--- config.mk ---
export PLATFORM = sky130hd
export DESIGN_NAME = axi_lite_arbiter
export DESIGN_NICKNAME = d
export VERILOG_FILES = /design/src/rtl/axi_lite_arbiter_pkg.sv /design/src/rtl/axi_lite_rr_grant.sv /design/src/rtl/axi_lite_arbiter.sv
export SDC_FILE = /design/constraint.sdc
export NUM_CORES = 1
export LEC_CHECK = 0
export BUFFER_PORTS_ARGS = -buffer_cell sky130_fd_sc_hd__buf_2
export CORE_AREA = 2 2 170 172
export CTS_CLUSTER_SIZE = 8
export DETAILED_ROUTE_END_ITERATION = 12
export DIE_AREA = 0 0 172 174
export PLACE_DENSITY = 0.35
export SLEW_MARGIN = 20
export SYNTH_ARGS = -nofsm -noshare
export SYNTH_HDL_FRONTEND = slang
export SYNTH_SLANG_ARGS = --single-unit
--- constraint.sdc ---
create_clock -name i_clk -period 2.1 [get_ports i_clk]
set_input_delay 0.315 -clock i_clk [delete_from_list [all_inputs] [get_ports i_clk]]
set_output_delay 0.315 -clock i_clk [all_outputs]
set_load 0.05 [all_outputs]
--- src/rtl/axi_lite_arbiter_pkg.sv ---
// Shared types and constants for the 2:1 AXI-lite arbiter.
// Grant-state encoding and AXI response codes.
package axi_lite_arbiter_pkg;

   typedef enum logic [1:0] {
      ArbIdle = 2'd0,
      ArbM0   = 2'd1,
      ArbM1   = 2'd2
   } arb_state_e;

   localparam logic [1:0] RespOkay   = 2'b00;
   localparam logic [1:0] RespSlverr = 2'b10;

endpackage

--- src/rtl/axi_lite_rr_grant.sv ---
// Two-requester round-robin grant FSM. The grant is held until the release pulse,
// then the pointer moves to the other requester.
module axi_lite_rr_grant
   import axi_lite_arbiter_pkg::*;
(
   input  logic       clk,
   input  logic       rst_n,
   input  logic [1:0] req,
   input  logic       rel,
   output arb_state_e state,
   output logic       rr_ptr
);

   arb_state_e state_q, state_d;
   logic       rr_ptr_q, rr_ptr_d;

   always_comb begin
      state_d  = state_q;
      rr_ptr_d = rr_ptr_q;
      unique case (state_q)
         ArbIdle: begin
            // On a tie the pointer picks; otherwise whoever is asking wins.
            if (req[0] && (!req[1] || !rr_ptr_q)) begin
               state_d = ArbM0;
            end else if (req[1]) begin
               state_d = ArbM1;
            end
         end
         ArbM0: begin
            if (rel) begin
               state_d  = ArbIdle;
               rr_ptr_d = 1'b1;
            end
         end
         ArbM1: begin
            if (rel) begin
               state_d  = ArbIdle;
               rr_ptr_d = 1'b0;
            end
         end
         default: state_d = ArbIdle;
      endcase
   end

   always_ff @(posedge clk or negedge rst_n) begin
      if (!rst_n) begin
         state_q  <= ArbIdle;
         rr_ptr_q <= 1'b0;
      end else begin
         state_q  <= state_d;
         rr_ptr_q <= rr_ptr_d;
      end
   end

   assign state  = state_q;
   assign rr_ptr = rr_ptr_q;

endmodule

--- src/rtl/axi_lite_arbiter.sv ---
// 2-master to 1-slave AXI-lite arbiter (m0 = IFU, m1 = LSU) with independent
// round-robin read and write paths, one outstanding transaction per path.
module axi_lite_arbiter
   import axi_lite_arbiter_pkg::*;
#(
   parameter int unsigned ADDR_W = 32,
   parameter int unsigned DATA_W = 32,
   localparam int unsigned STRB_W = DATA_W / 8
) (
   input  logic              i_clk,
   input  logic              i_rst_n,
   // master 0
   input  logic [ADDR_W-1:0] m0_araddr,
   input  logic              m0_arvalid,
   output logic              m0_arready,
   output logic [DATA_W-1:0] m0_rdata,
   output logic [1:0]        m0_rresp,
   output logic              m0_rvalid,
   input  logic              m0_rready,
   input  logic [ADDR_W-1:0] m0_awaddr,
   input  logic              m0_awvalid,
   output logic              m0_awready,
   input  logic [DATA_W-1:0] m0_wdata,
   input  logic [STRB_W-1:0] m0_wstrb,
   input  logic              m0_wvalid,
   output logic              m0_wready,
   output logic [1:0]        m0_bresp,
   output logic              m0_bvalid,
   input  logic              m0_bready,
   // master 1
   input  logic [ADDR_W-1:0] m1_araddr,
   input  logic              m1_arvalid,
   output logic              m1_arready,
   output logic [DATA_W-1:0] m1_rdata,
   output logic [1:0]        m1_rresp,
   output logic              m1_rvalid,
   input  logic              m1_rready,
   input  logic [ADDR_W-1:0] m1_awaddr,
   input  logic              m1_awvalid,
   output logic              m1_awready,
   input  logic [DATA_W-1:0] m1_wdata,
   input  logic [STRB_W-1:0] m1_wstrb,
   input  logic              m1_wvalid,
   output logic              m1_wready,
   output logic [1:0]        m1_bresp,
   output logic              m1_bvalid,
   input  logic              m1_bready,
   // slave
   output logic [ADDR_W-1:0] s_araddr,
   output logic              s_arvalid,
   input  logic              s_arready,
   input  logic [DATA_W-1:0] s_rdata,
   input  logic [1:0]        s_rresp,
   input  logic              s_rvalid,
   output logic              s_rready,
   output logic [ADDR_W-1:0] s_awaddr,
   output logic              s_awvalid,
   input  logic              s_awready,
   output logic [DATA_W-1:0] s_wdata,
   output logic [STRB_W-1:0] s_wstrb,
   output logic              s_wvalid,
   input  logic              s_wready,
   input  logic [1:0]        s_bresp,
   input  logic              s_bvalid,
   output logic              s_bready
);

   arb_state_e rd_state, wr_state;
   logic       rd_rr_ptr, wr_rr_ptr;
   logic       rd_m0, rd_m1, wr_m0, wr_m1;
   logic       rd_rel, wr_rel;
   logic       ar_done_q, ar_done_d;
   logic       aw_done_q, aw_done_d;
   logic       w_done_q, w_done_d;
   logic       b_ok;

   axi_lite_rr_grant u_rd_grant (
      .clk    (i_clk),
      .rst_n  (i_rst_n),
      .req    ({m1_arvalid, m0_arvalid}),
      .rel    (rd_rel),
      .state  (rd_state),
      .rr_ptr (rd_rr_ptr)
   );

   axi_lite_rr_grant u_wr_grant (
      .clk    (i_clk),
      .rst_n  (i_rst_n),
      .req    ({m1_awvalid | m1_wvalid, m0_awvalid | m0_wvalid}),
      .rel    (wr_rel),
      .state  (wr_state),
      .rr_ptr (wr_rr_ptr)
   );

   assign rd_m0 = (rd_state == ArbM0);
   assign rd_m1 = (rd_state == ArbM1);
   assign wr_m0 = (wr_state == ArbM0);
   assign wr_m1 = (wr_state == ArbM1);

   // Read path: address forwarded once, then masked until the R handshake.
   assign s_araddr   = rd_m1 ? m1_araddr : m0_araddr;
   assign s_arvalid  = ((rd_m0 & m0_arvalid) | (rd_m1 & m1_arvalid)) & ~ar_done_q;
   assign m0_arready = rd_m0 & ~ar_done_q & s_arready;
   assign m1_arready = rd_m1 & ~ar_done_q & s_arready;
   assign s_rready   = (rd_m0 & m0_rready) | (rd_m1 & m1_rready);
   assign m0_rvalid  = rd_m0 & s_rvalid;
   assign m1_rvalid  = rd_m1 & s_rvalid;
   assign m0_rdata   = s_rdata;
   assign m1_rdata   = s_rdata;
   assign m0_rresp   = s_rresp;
   assign m1_rresp   = s_rresp;
   assign rd_rel     = s_rvalid & s_rready;

   // Write path: AW and W complete independently; B only once both are done.
   assign b_ok       = aw_done_q & w_done_q;
   assign s_awaddr   = wr_m1 ? m1_awaddr : m0_awaddr;
   assign s_awvalid  = ((wr_m0 & m0_awvalid) | (wr_m1 & m1_awvalid)) & ~aw_done_q;
   assign m0_awready = wr_m0 & ~aw_done_q & s_awready;
   assign m1_awready = wr_m1 & ~aw_done_q & s_awready;
   assign s_wdata    = wr_m1 ? m1_wdata : m0_wdata;
   assign s_wstrb    = wr_m1 ? m1_wstrb : m0_wstrb;
   assign s_wvalid   = ((wr_m0 & m0_wvalid) | (wr_m1 & m1_wvalid)) & ~w_done_q;
   assign m0_wready  = wr_m0 & ~w_done_q & s_wready;
   assign m1_wready  = wr_m1 & ~w_done_q & s_wready;
   assign s_bready   = ((wr_m0 & m0_bready) | (wr_m1 & m1_bready)) & b_ok;
   assign m0_bvalid  = wr_m0 & b_ok & s_bvalid;
   assign m1_bvalid  = wr_m1 & b_ok & s_bvalid;
   assign m0_bresp   = s_bresp;
   assign m1_bresp   = s_bresp;
   assign wr_rel     = s_bvalid & s_bready;

   always_comb begin
      ar_done_d = rd_rel ? 1'b0 : (ar_done_q | (s_arvalid & s_arready));
      aw_done_d = wr_rel ? 1'b0 : (aw_done_q | (s_awvalid & s_awready));
      w_done_d  = wr_rel ? 1'b0 : (w_done_q | (s_wvalid & s_wready));
   end

   always_ff @(posedge i_clk or negedge i_rst_n) begin
      if (!i_rst_n) begin
         ar_done_q <= 1'b0;
         aw_done_q <= 1'b0;
         w_done_q  <= 1'b0;
      end else begin
         ar_done_q <= ar_done_d;
         aw_done_q <= aw_done_d;
         w_done_q  <= w_done_d;
      end
   end

`ifndef SYNTHESIS
   ar_addr_stable: assert property (@(posedge i_clk) disable iff (!i_rst_n)
      s_arvalid && !s_arready |=> $stable(s_araddr));
   aw_addr_stable: assert property (@(posedge i_clk) disable iff (!i_rst_n)
      s_awvalid && !s_awready |=> $stable(s_awaddr));
   no_r_in_idle: assert property (@(posedge i_clk) disable iff (!i_rst_n)
      rd_state == ArbIdle |-> !s_rvalid);
   no_b_in_idle: assert property (@(posedge i_clk) disable iff (!i_rst_n)
      wr_state == ArbIdle |-> !s_bvalid);
`endif

endmodule

Word-level counts from Yosys, hierarchy flattened
Cells that the tools add are included.

Input bits: 253. Register bits: 9. Output and inout bits: 187.

Mux-type cells: 21. Bitwise operators: 51. Reductions and logical operators: 18. Equality and inequality tests: 12.

Operators with widths (count): $mux 32 (3); $and 1x1->1 (38); $mux 2 (6); $ne 2x1->1 const B (6); $or 1x1->1 (10); $pmux 2 s2 (2); $mux 1 (7); $reduce_and 3->1 (2); $eq 2x1->1 const B (2); $eq 2x2->1 const B (2); $logic_not 1->1 (4); $logic_not 2->1 (2); $mux 4 (1); $pmux 1 s2 (2); $reduce_and 2->1 (2); $reduce_bool 2->1 (2); $reduce_or 2->1 (2); $ne 3x1->1 const B (1); $ne 3x2->1 const B (1); $not 1->1 (3); $logic_and 1x1->1 (2); $logic_or 1x1->1 (2).

Depth between registers and ports, before layout
Word-level depth: 7. Gate-level depth with buffers: 7. Gate-level depth less buffers: 6.

By module
From an unflattened synthesis, not the netlist that was laid out.

Cells, all modules: 480. Area total of the unflattened synthesis: 2575.0 um^2.

By module, submodules not included: axi_lite_arbiter (area each 2189.6 um^2, instances 1, seq. area each 75.1 um^2, cells an instance 444); axi_lite_rr_grant (area each 192.7 um^2, instances 2, seq. area each 75.1 um^2, cells an instance 18).

Least setup slack after synthesis
Ideal clock, no wire load.

Kind: register to output. Start: register u_wr_grant.state_q[0], in the netlist u_wr_grant.state[0]. End: output port m1_awready. Arrival: 2.277 ns. Slack: -0.492 ns. Stages on the path, launching flop included: 8. Path through: dfrtp_1 inv_1 ha_1 buf_4 buf_6 buf_4 inv_1 nor3b_1.

Longest elaborated chain between the ends: 3.

Ends and longest elaborated chain: start, declared (line axi_lite_rr_grant.sv:14) `arb_state_e state_q, state_d;`; start signal, assigned (line axi_lite_rr_grant.sv:47) `state_q <= ArbIdle;`; start signal, assigned (line axi_lite_rr_grant.sv:50) `state_q <= state_d;`; $eq 2x2->1 (line axi_lite_arbiter.sv:98) `assign wr_m1 = (wr_state == ArbM1);`; $and 1x1->1 (2 in a row) (line axi_lite_arbiter.sv:119) `assign m1_awready = wr_m1 & ~aw_done_q & s_awready;`; end, declared (line axi_lite_arbiter.sv:40) `output logic m1_awready,`.

No other way between the ends.

Worst setup path in the final report
Start: register u_wr_grant.state_q[0], in the netlist u_wr_grant.state[0]. End: output port s_wdata[29].

Longest elaborated chain between the ends: 2.

Ends and longest elaborated chain: $eq 2x2->1 (line axi_lite_arbiter.sv:98); $mux 32 (line axi_lite_arbiter.sv:120) `assign s_wdata = wr_m1 ? m1_wdata : m0_wdata;`; end, declared (line axi_lite_arbiter.sv:59) `output logic [DATA_W-1:0] s_wdata,`.

No other way between the ends.

==> reports/results.txt <==
static leakage = 2.24 nW
GRT overflow = 0
clock buffer depth = 2
io pins = 440
critical path buffer and inverter count = 4
core area = 0.0282 mm^2
nets = 790
fillers = 3255
Via density = 3.30
post-route clock period utilization = 97.6%
worst r2r dst = u_wr_grant.state[0]$_DFFE_PN0P_
CTS clock-pin slew for the worst setup and hold paths = 0.04 ns
asr flop ratio synth = 100%
register area share after synthesis = 9.25%
Design Area, Final = 0.00453 mm^2
mean post-synth cell area = 9.33 um^2
Worst Hold Path EP = ar_done_q$_DFF_PN0_
crit-path max cell delay = 0.39 ns
pwr dens = 1620 mW/mm^2
Synth area leaders = mux2_2 (46%), buf_4 (23%), dfrtp_1 (9.2%)
Std-Cell Rows = 62
CTS tree = yes
Finished Layout Cells = 914
flops & latches, synth = 9
final hold viol count = 0
Slew @ Worst Pin = 0.302 ns
HP Start = s_rvalid
GR Util All Layers = 7.89%
TritonCTS Buffers = 3
Worst Setup End Kind = primary output
clock sink total = 9
Crit Path Class = register to primary output
slowest stage cell on the critical path = dfrtp_1
worst reg-to-reg setup slack = 0.39 ns
share of cells above drive strength 1 = 87.7%
Vias = 3018
total wire length = 14.4 mm
post-DP HPWL = 12.0 mm
Mapped Cells = 261
dominant cell type by area after synthesis = mux2_2
fin. max-slew vios = 0
vias in the first global route = 2891
CP cell instances = inv_2 > ha_4 > buf_12 > clkbuf_16 > mux2_2 > buf_2
Max Cap Viol = 0
global-route wire length before repair = 17.1 mm
number of buffers added on ports = 331
Critical Path AT = 1.73 ns
gpl congestion = 0.783
clk_lat worst skew = 0.23 ns
net count after synthesis = 520
first drt pass iteration count = 4
full die area = 0.0299 mm^2
startpoint types = register
number of synthesized flops with an enable pin = 0
synth unique cells = 27
ant diodes = 0
Die Wd = 172 um
Yosys warning count = 0
WP data required = 1.78 ns
largest net degree at the start of global routing = 40
top-count cell post-synth = mux2_2
post-synth top area share = 46.2%
worst vdd ir = 0.480 mV
FF-to-FF Start = u_wr_grant.state[0]$_DFFE_PN0P_
Top delay family on crit path = buffers and inverters
Reg2Reg Depth = 8
critical path peak fanout = 8
most common flop cell mapped by yosys = dfrtp_1
Layout Skew = 0.00154 ns
# setup viols final = 0
placed cells = 895
CTS Root Cell = clkbuf_16
Mapped Area = 0.00243 mm^2
average wire per standard cell = 15.7 um
area delta synth->final = 86.2%
Commonest cells post-synth = mux2_2 (100), buf_4 (74), dfrtp_1 (9)
hold path cells = 2
Slew HR = 79.9%
Die Ht = 174 um
TNS Setup = 0 ns
DRT iter0 DRCs = 43
DRC viols = 0
DP Area = 0.00405 mm^2
Hold Crit Class = input port to register
Initial Util = 8.62%
status = finished, final reports clean
Routed Antenna Nets = 0
clock period minus worst slack = 2.05 ns
antenna violations before repair = 2
achievable frequency = 0.488 GHz
htree depth = 1
==> state kept, by name (all words and copies together) (netlist names) <==
| signal | flops |
|---|---|
| u_rd_grant.state | 2 |
| u_wr_grant.state | 2 |
| ar_done_q | 1 |
| aw_done_q | 1 |
| u_rd_grant.rr_ptr | 1 |
| u_wr_grant.rr_ptr | 1 |
| w_done_q | 1 |
==> cells in the final DEF, fill, tap and decap left out, types with 2 or more instances in the layout <==
cell type,instances
a21oi_1,2
a22oi_1,4
a32o_1,2
and2_1,2
buf_12,4
buf_2,287
buf_4,39
buf_6,9
clkbuf_16,8
clkbuf_4,2
dfrtp_1,9
ha_1,3
ha_4,2
inv_1,5
inv_2,2
mux2_2,100
nand2_1,6
nand3_1,3
nor2_1,8
nor2b_1,3
nor3b_1,2
nor3b_2,2
o21ai_0,8
o22a_1,2
==> layout make-up <==
class | instances | area (um^2) | area share, %
well taps | 384 | 480 | 10.6
clock inverters | 1 | 5.00 | 0.110
multi-input cells | 160 | 1610 | 35.5
flip-flops and latches | 9 | 225 | 4.97
clock buffers | 3 | 75.1 | 1.66
repair buffers | 349 | 2100 | 46.4
inverters | 8 | 33.8 | 0.745
==> metal layers <==
| metal | up-vias | global-route usage [%] | share of wire [%] |
|---|---|---|---|
| li1 | 1388 | - | - |
| met5 | - | 0 | 0 |
| met1 | 1369 | 6.45 | 30 |
| met2 | 250 | 17.3 | 58 |
| met4 | 0 | 1.82 | 0.93 |
| met3 | 11 | 2.50 | 11 |
==> timing repair <==
| action | in CTS | in global routing |
|---|---|---|
| hold buffers | 1 | 0 |
| setup endpoints to repair | 27 | 100 |
| cloned | 0 | 7 |
| setup buffers | 0 | 7 |
| pin swaps | 0 | 1 |
| gates resized for setup | 6 | 91 |
| hold endpoints to repair | 9 | 0 |
==> where the power goes <==
group / switching [mW] / total, mW / internal [mW]
registers: 0.0871 / 0.336 / 0.249
clock network: 0.0921 / 0.344 / 0.252
logic: 4.17 / 6.67 / 2.50
total: 4.35 / 7.35 / 3.00
==> per-stage QoR <==
step           worst slack [ns]  utilization (%)  hold WS [ns]  power [mW]
3_3_place_gp              0.158             14.3         0.215        6.15
2_1_floorplan            -0.165                -        0.0194        5.18
4_1_cts                 0.00306             14.7         0.373        6.53
5_1_grt                 -0.0209             16.1         0.384        7.72
6_report                 0.0505             16.1         0.375        7.35
3_5_place_dp              0.176             14.3         0.216        6.12
==> logic make-up after synthesis <==
group / after synthesis / synth area share (%)
flops: 9 / 9.25
fa+ha+maj: 6 / 3.08
buf+inv: 92 / 26.6
compound gates: 26 / 8.84
simple gates: 28 / 5.96
mux: 100 / 46.2
==> worst register-to-register path, stage by stage (launching register included) <==
cell and delay (ns):
dfrtp_1 0.39, inv_2 0.09, ha_4 0.18, buf_12 0.13, buf_8 0.15, a22oi_4 0.12
o21ai_2 0.23, a21boi_0 0.21, o21ai_0 0.10
==> worst max path at each step <==
stage / start / endpoint / cells past startpoint
final: u_wr_grant.state[0]$_DFFE_PN0P_ / s_wdata[29] / 6
after global routing: u_wr_grant.state[0]$_DFFE_PN0P_ / m1_awready / 7
after CTS: u_rd_grant.state[0]$_DFFE_PN0P_ / s_araddr[12] / 5
after detailed placement: u_wr_grant.state[0]$_DFFE_PN0P_ / m1_awready / 6
after global placement: u_wr_grant.state[0]$_DFFE_PN0P_ / m1_awready / 6
after floorplan: u_wr_grant.state[1]$_DFFE_PN0P_ / m0_awready / 4
Note: power is estimated with default switching activity, not from simulation.
